$ cat config.mk
export PLATFORM = sky130hd
export DESIGN_NAME = uart_mmio_ctrl_flat
export DESIGN_NICKNAME = d
export VERILOG_FILES = /design/src/rtl/uart_mmio_pkg.sv /design/src/rtl/uart_mmio_ctrl_if.sv /design/src/rtl/uart_mmio_ctrl_byte_fifo.sv /design/src/rtl/uart_mmio_ctrl.sv /design/src/flat_wrapper.sv
export SDC_FILE = /design/constraint.sdc
export NUM_CORES = 1
export LEC_CHECK = 0
export CAP_MARGIN = 20
export CORE_MARGIN = 2
export CORE_UTILIZATION = 43
export DETAILED_ROUTE_END_ITERATION = 10
export GPL_ROUTABILITY_DRIVEN = 0
export MAX_ROUTING_LAYER = met4
export PLACE_DENSITY = 0.72
export SYNTH_ARGS = -nofsm -noshare
export SYNTH_HDL_FRONTEND = slang
export SYNTH_SLANG_ARGS = --single-unit
$ cat constraint.sdc
create_clock -name clk -period 6.75 [get_ports clk]
set_input_delay 1.35 -clock clk [delete_from_list [all_inputs] [get_ports clk]]
set_output_delay 1.35 -clock clk [all_outputs]
set_load 0.05 [all_outputs]
$ cat src/rtl/uart_mmio_pkg.sv
// Shared constants for the MMIO UART controller: I/O window, register offsets,
// status bit positions and the occupancy field location.
package uart_mmio_pkg;

  localparam logic [3:0] IO_WIN = 4'h8;

  localparam logic [4:0] RX_CTRL = 5'h00;
  localparam logic [4:0] RX_DATA = 5'h04;
  localparam logic [4:0] TX_CTRL = 5'h08;
  localparam logic [4:0] TX_DATA = 5'h0C;
  localparam logic [4:0] CYCLE   = 5'h10;

  localparam int NOT_EMPTY = 0;
  localparam int NOT_FULL  = 0;
  localparam int OVERFLOW  = 1;
  localparam int OCC_LSB   = 8;

  // Word-aligned register offset; the byte lane bits are ignored.
  function automatic logic [4:0] reg_off(input logic [4:0] a);
    return {a[4:2], 2'b00};
  endfunction

endpackage

$ cat src/rtl/uart_mmio_ctrl_if.sv
// CPU-side load/store port of the MMIO UART controller.
interface uart_mmio_ctrl_if;
  logic        stall;
  logic [31:0] io_addr;
  logic        io_re;
  logic        io_we;
  logic [7:0]  io_wdata;
  logic [31:0] io_rdata;

  modport master (output stall, io_addr, io_re, io_we, io_wdata, input io_rdata);
  modport slave  (input stall, io_addr, io_re, io_we, io_wdata, output io_rdata);
endinterface

$ cat src/rtl/uart_mmio_ctrl_byte_fifo.sv
// Synchronous first-word-fall-through FIFO; push when full and pop when empty
// are ignored, so callers may present requests without pre-gating.
module byte_fifo #(
  parameter int DEPTH_LOG2 = 3,
  parameter int W          = 8
) (
  input  logic                clk,
  input  logic                rst,
  input  logic                push,
  input  logic [W-1:0]        din,
  input  logic                pop,
  output logic [W-1:0]        dout,
  output logic                full,
  output logic                empty,
  output logic [DEPTH_LOG2:0] count
);
  localparam int DEPTH = 1 << DEPTH_LOG2;
  localparam logic [DEPTH_LOG2:0]   FULL_CNT = (DEPTH_LOG2+1)'(DEPTH);
  localparam logic [DEPTH_LOG2:0]   CNT_ONE  = (DEPTH_LOG2+1)'(1);
  localparam logic [DEPTH_LOG2-1:0] PTR_ONE  = DEPTH_LOG2'(1);

  logic [W-1:0]          mem [DEPTH];
  logic [DEPTH_LOG2-1:0] wr_ptr, rd_ptr;
  logic                  do_push, do_pop;

  assign full    = (count == FULL_CNT);
  assign empty   = (count == '0);
  assign do_push = push & ~full;
  assign do_pop  = pop & ~empty;
  // Empty head reads as zero so reset and empty reads never leak stale bytes.
  assign dout    = empty ? '0 : mem[rd_ptr];

  always_ff @(posedge clk) begin
    if (rst) begin
      wr_ptr <= '0;
      rd_ptr <= '0;
      count  <= '0;
    end else begin
      if (do_push) wr_ptr <= wr_ptr + PTR_ONE;
      if (do_pop)  rd_ptr <= rd_ptr + PTR_ONE;
      case ({do_push, do_pop})
        2'b10:   count <= count + CNT_ONE;
        2'b01:   count <= count - CNT_ONE;
        default: count <= count;
      endcase
    end
  end

  always_ff @(posedge clk) begin
    if (do_push) mem[wr_ptr] <= din;
  end

endmodule

$ cat src/rtl/uart_mmio_ctrl.sv
// MMIO UART controller: decodes the 0x8xxxxxxx window, buffers RX/TX bytes in
// FIFOs, registers load data. Optional cycle counter: IO_CYCLE_COUNTER_EN.
module uart_mmio_ctrl
  import uart_mmio_pkg::*;
#(
  parameter int DEPTH_LOG2 = 3
) (
  input  logic             clk,
  input  logic             rst,
  uart_mmio_ctrl_if.slave  bus,
  output logic [7:0]       uart_tx_data,
  output logic             uart_tx_valid,
  input  logic             uart_tx_ready,
  input  logic [7:0]       uart_rx_data,
  input  logic             uart_rx_valid,
  output logic             uart_rx_ready
);
  localparam int CW = DEPTH_LOG2 + 1;

  logic          acc, rd_acc, wr_acc;
  logic [4:0]    off;
  logic          rx_pop, rx_full, rx_empty;
  logic [7:0]    rx_head;
  logic [CW-1:0] rx_cnt;
  logic          tx_push, tx_full, tx_empty;
  logic [CW-1:0] tx_cnt;
  logic          ovf;
  logic [31:0]   rdata_nxt;
  logic [31:0]   cyc_val;
  logic          unused_addr;

  assign acc    = ~bus.stall & (bus.io_addr[31:28] == IO_WIN);
  assign rd_acc = bus.io_re & acc;
  assign wr_acc = bus.io_we & acc;
  assign off    = reg_off(bus.io_addr[4:0]);
  assign unused_addr = ^{bus.io_addr[27:5], bus.io_addr[1:0]};

  assign rx_pop  = rd_acc & (off == RX_DATA);
  assign tx_push = wr_acc & (off == TX_DATA);

  assign uart_rx_ready = ~rx_full & ~rst;
  assign uart_tx_valid = ~tx_empty;

  byte_fifo #(.DEPTH_LOG2(DEPTH_LOG2), .W(8)) u_rx_fifo (
    .clk(clk), .rst(rst),
    .push(uart_rx_valid & uart_rx_ready), .din(uart_rx_data),
    .pop(rx_pop), .dout(rx_head),
    .full(rx_full), .empty(rx_empty), .count(rx_cnt)
  );

  byte_fifo #(.DEPTH_LOG2(DEPTH_LOG2), .W(8)) u_tx_fifo (
    .clk(clk), .rst(rst),
    .push(tx_push), .din(bus.io_wdata),
    .pop(uart_tx_valid & uart_tx_ready), .dout(uart_tx_data),
    .full(tx_full), .empty(tx_empty), .count(tx_cnt)
  );

  // Sticky until software writes TX_CTRL; set by a store that found TX full.
  always_ff @(posedge clk) begin
    if (rst)                                ovf <= 1'b0;
    else if (tx_push & tx_full)             ovf <= 1'b1;
    else if (wr_acc & (off == TX_CTRL))     ovf <= 1'b0;
  end

`ifdef IO_CYCLE_COUNTER_EN
  logic [31:0] cyc_q;
  always_ff @(posedge clk) begin
    if (rst)                             cyc_q <= '0;
    else if (wr_acc & (off == CYCLE))    cyc_q <= '0;
    else                                 cyc_q <= cyc_q + 32'd1;
  end
  assign cyc_val = cyc_q;
`else
  assign cyc_val = '0;
`endif

  always_comb begin
    rdata_nxt = '0;
    case (off)
      RX_CTRL: begin
        rdata_nxt[NOT_EMPTY]        = ~rx_empty;
        rdata_nxt[OCC_LSB +: CW]    = rx_cnt;
      end
      RX_DATA: rdata_nxt[7:0] = rx_head;
      TX_CTRL: begin
        rdata_nxt[NOT_FULL]         = ~tx_full;
        rdata_nxt[OVERFLOW]         = ovf;
        rdata_nxt[OCC_LSB +: CW]    = tx_cnt;
      end
      CYCLE:   rdata_nxt = cyc_val;
      default: rdata_nxt = '0;
    endcase
  end

  always_ff @(posedge clk) begin
    if (rst)         bus.io_rdata <= '0;
    else if (rd_acc) bus.io_rdata <= rdata_nxt;
  end

endmodule

$ cat src/flat_wrapper.sv
// flat-port wrapper written by rule: the top's interface ports become plain ports
module uart_mmio_ctrl_flat import uart_mmio_pkg::*;
#(
  parameter int DEPTH_LOG2 = 3
)
  (clk, rst, uart_tx_data, uart_tx_valid, uart_tx_ready, uart_rx_data, uart_rx_valid, uart_rx_ready, bus_stall, bus_io_addr, bus_io_re, bus_io_we, bus_io_wdata, bus_io_rdata);
  uart_mmio_ctrl_if bus_i ();
  input  logic clk;
  input  logic rst;
  output logic [7:0] uart_tx_data;
  output logic uart_tx_valid;
  input  logic uart_tx_ready;
  input  logic [7:0] uart_rx_data;
  input  logic uart_rx_valid;
  output logic uart_rx_ready;
  input wire logic [$bits(bus_i.stall)-1:0] bus_stall;
  input wire logic [$bits(bus_i.io_addr)-1:0] bus_io_addr;
  input wire logic [$bits(bus_i.io_re)-1:0] bus_io_re;
  input wire logic [$bits(bus_i.io_we)-1:0] bus_io_we;
  input wire logic [$bits(bus_i.io_wdata)-1:0] bus_io_wdata;
  output wire logic [$bits(bus_i.io_rdata)-1:0] bus_io_rdata;
  assign bus_i.stall = bus_stall;
  assign bus_i.io_addr = bus_io_addr;
  assign bus_i.io_re = bus_io_re;
  assign bus_i.io_we = bus_io_we;
  assign bus_i.io_wdata = bus_io_wdata;
  assign bus_io_rdata = bus_i.io_rdata;
  uart_mmio_ctrl #(.DEPTH_LOG2(DEPTH_LOG2)) u_core (.clk(clk), .rst(rst), .bus(bus_i), .uart_tx_data(uart_tx_data), .uart_tx_valid(uart_tx_valid), .uart_tx_ready(uart_tx_ready), .uart_rx_data(uart_rx_data), .uart_rx_valid(uart_rx_valid), .uart_rx_ready(uart_rx_ready));
endmodule
==> flow_metrics.tcl <==
set metrics [dict create \
    status "complete, no violations" \
    grt_pass1_wl_um 20440 \
    path_max_fanout 35 \
    cp-start-kind "input pin" \
    hold_end "u_core.bus.io_rdata[6]" \
    maxSlewHeadroom_pct 37.50 \
    min-delay-start "u_core.bus.io_rdata[6]" \
    fmax_mhz 232.9 \
    rr_worst_depth 7 \
    antenna_cells 0 \
    drt-pass1-iter-count 4 \
    highest_layer "met4" \
    avgSynthCellArea_um2 15.79 \
    grt_max_degree 36 \
    core_um2 15890 \
    ys_types 50 \
    wl_met3_um 482 \
    endpoint_kind "output pin" \
    initial_core_util_pct 44.13 \
    total_power_mw 2.204 \
    finalMaxSlewViolations 0 \
    total_leakage_power_nw 2.754 \
    via_per_inst 5.239 \
    wl_um 12810 \
    post_synth_most_frequent_cells "edfxtp_1 (128), nor2_1 (42), dfxtp_1 (39)" \
    syn2layout_area_growth_pct 17.35 \
    cts_hold_buf 0 \
    io_buffers 51 \
    dp_hpwl_um 8241 \
    cp_slowest_cell "clkdlybuf4s50_1" \
    r2r-end "u_core.u_tx_fifo.count[3]" \
    ys_seq_area_share_pct 65.96 \
    path_cells "clkdlybuf4s50_1, buf_4, nor2_1, clkdlybuf4s50_1" \
    yosysWarnings 0 \
    place_inst 688 \
    syn_area_um2 7010 \
    grt-ovfl-total 0 \
    antenna_found_initial 0 \
    cellPowerDensity_nw_per_um2 268.0 \
    dr.first_iter.drc_count 243 \
    final_layout_size_suffix_gt1_share_pct 17.16 \
    ff2ff_setup_slack_ns 3.91 \
    synthCells 444 \
    cts_buffer_depth 2 \
    post_cts_buffers 0 \
    grtUsageTotal_pct 16.01 \
    synth_top_area_cell "edfxtp_1" \
    synth_enable_flop_cells 128 \
    wl_met2_um 6848 \
    critical_path_class "in -> out" \
    setup_viol 0 \
    final_core_util_pct 51.79 \
    period_share_pct 63.60 \
    dieArea_um2 17340 \
    crit_buf_inv 3 \
    worstPathArrival_ns 2.94 \
    cts_sinks 167 \
    die_h_um 131.7 \
    antenna_left 0 \
    startpoint "rst" \
    crit_required_ns 5.40 \
    wl_met1_um 5301 \
    synth_top_area_share_pct 54.83 \
    ys_ff_latch 167 \
    drcViolationCount 0 \
    cts_made_buffers 17 \
    cp_top_family "buffers and inverters" \
    hold_depth 1 \
    cts-root-buf "clkbuf_16" \
    ys_dominant_reg_cell "edfxtp_1" \
    path_depth 4 \
    boundaryPins 97 \
    r2r_start "u_core.u_tx_fifo.count[0]" \
    dieWidth_um 131.7 \
    via_count 3788 \
    critPathMaxStageDelay_ns 0.72 \
    tightest_slew_ns 0.9340 \
    fin_crit_ns 4.293 \
    hold_viol_final 0 \
    final_cells 723 \
    post_cts_resized 0 \
    fin_skew_ns 0.01193 \
    crit_top_cell "clkdlybuf4s50_1" \
    synthTopCellsByArea "edfxtp_1 (55%), dfxtp_1 (11%), mux4_2 (9.6%), mux2i_1 (3.4%), buf_4 (2.2%)" \
    ys_async_sr_fraction_pct 0 \
    insertion_delay_ns 0.43 \
    hp-class "reg -> reg" \
    rsz0062_at_grt "false" \
    grt_pass1_vias 3831 \
    cts.clk_slew.worst_paths_ns 0.06 \
    fillerInstances 1303 \
    wl_per_cell_um 17.72 \
    maxCapViolations 0 \
    synth_most_common_cell "edfxtp_1" \
    rows 46 \
    cts_tree "done" \
    layout.nets 559 \
    h-tree-depth 4 \
    fin_setup_tns_ns 0 \
    peakVddDrop_v 0.0001856 \
]
how the worst max path moves through the flow:
stage	endpoint	slack [ns]
finish	uart_rx_ready	2.46
detailed placement	u_core.u_tx_fifo.mem[6][7]	2.15
CTS	uart_tx_data[4]	2.21
floorplan	uart_rx_ready	2.86
global route	u_core.u_tx_fifo.mem[6][0]	2.29
global placement	u_core.u_rx_fifo.count[2]	2.26
layout by cell type (no fill, tap or decap), drive strengths merged, types with 3 or more instances in the layout:
cell and instances:
nor2 42, inv 18, mux2i 24, mux4 30
a21oi 8, or3 4, nor4bb 3, nand2b 8
mux2 8, o21ai 9, ha 10, dfxtp 39
buf 7, nand2 9, nor3 12, clkbuf 18
or2b 3, edfxtp 128, conb 20, nand3 3
or4b 3, a22o 6, nor4b 4, clkdlybuf4s50 51
nor2b 3, xor2 9
final cells by class:
class,instances,area [um^2],share of cell area (%)
tap,216,270.3,3.285
sequential,167,4624,56.21
clock buffer,17,425.4,5.171
inverter,7,26.28,0.3194
multi-input combinational,242,2100,25.52
timing repair buffer,59,585.6,7.118
clock inverter,15,195.2,2.373
routing by layer:
layer,track usage [%],vias up
li1,-,1753
met1,18.14,1925
met2,27.60,96
met3,3.819,14
met4,6.039,0
met5,-,-
kinds of logic after synthesis:
group	synth area share, %
DFF	65.96
and+or+nand+nor	8.424
muxes	14.35
buffers and inverters	5.104
AOI/OAI and AO/OA	2.945
xor gates and xnor gates	1.374
adders and majority gates	1.785
other	0.05349
stage by stage:
step	hold slack, ns	cell area, um^2	setup slack [ns]
global route	0.5122	8227	2.289
finish	0.4933	8227	2.457
global placement	0.4724	7569	2.255
floorplan	0.4581	7082	2.855
detailed placement	0.4841	7569	2.155
CTS	0.5041	8189	2.208
where the power goes:
| part | internal (mW) | switching [mW] |
|---|---|---|
| clock network | 0.569 | 0.438 |
| registers | 1.11 | 0.00425 |
| logic | 0.0280 | 0.0552 |
sequential cells by signal (all words and copies together) (netlist names), named ones only:
signal / cells
u_core.u_tx_fifo.count: 4
u_core.u_rx_fifo.mem: 64
u_core.u_tx_fifo.wr_ptr: 3
u_core.ovf: 1
u_core.u_tx_fifo.mem: 64
u_core.u_rx_fifo.wr_ptr: 3
u_core.u_rx_fifo.rd_ptr: 3
u_core.u_tx_fifo.rd_ptr: 3
u_core.bus.io_rdata: 12
u_core.u_rx_fifo.count: 4
worst register-to-register path: cells and delay by family, from the launching register on:
kind	cells	cell delay [ns]
flops	1	0.40
fa+ha+maj	1	0.38
compound gates	2	0.47
simple gates	4	1.53
(Power assumes the default switching activity.)
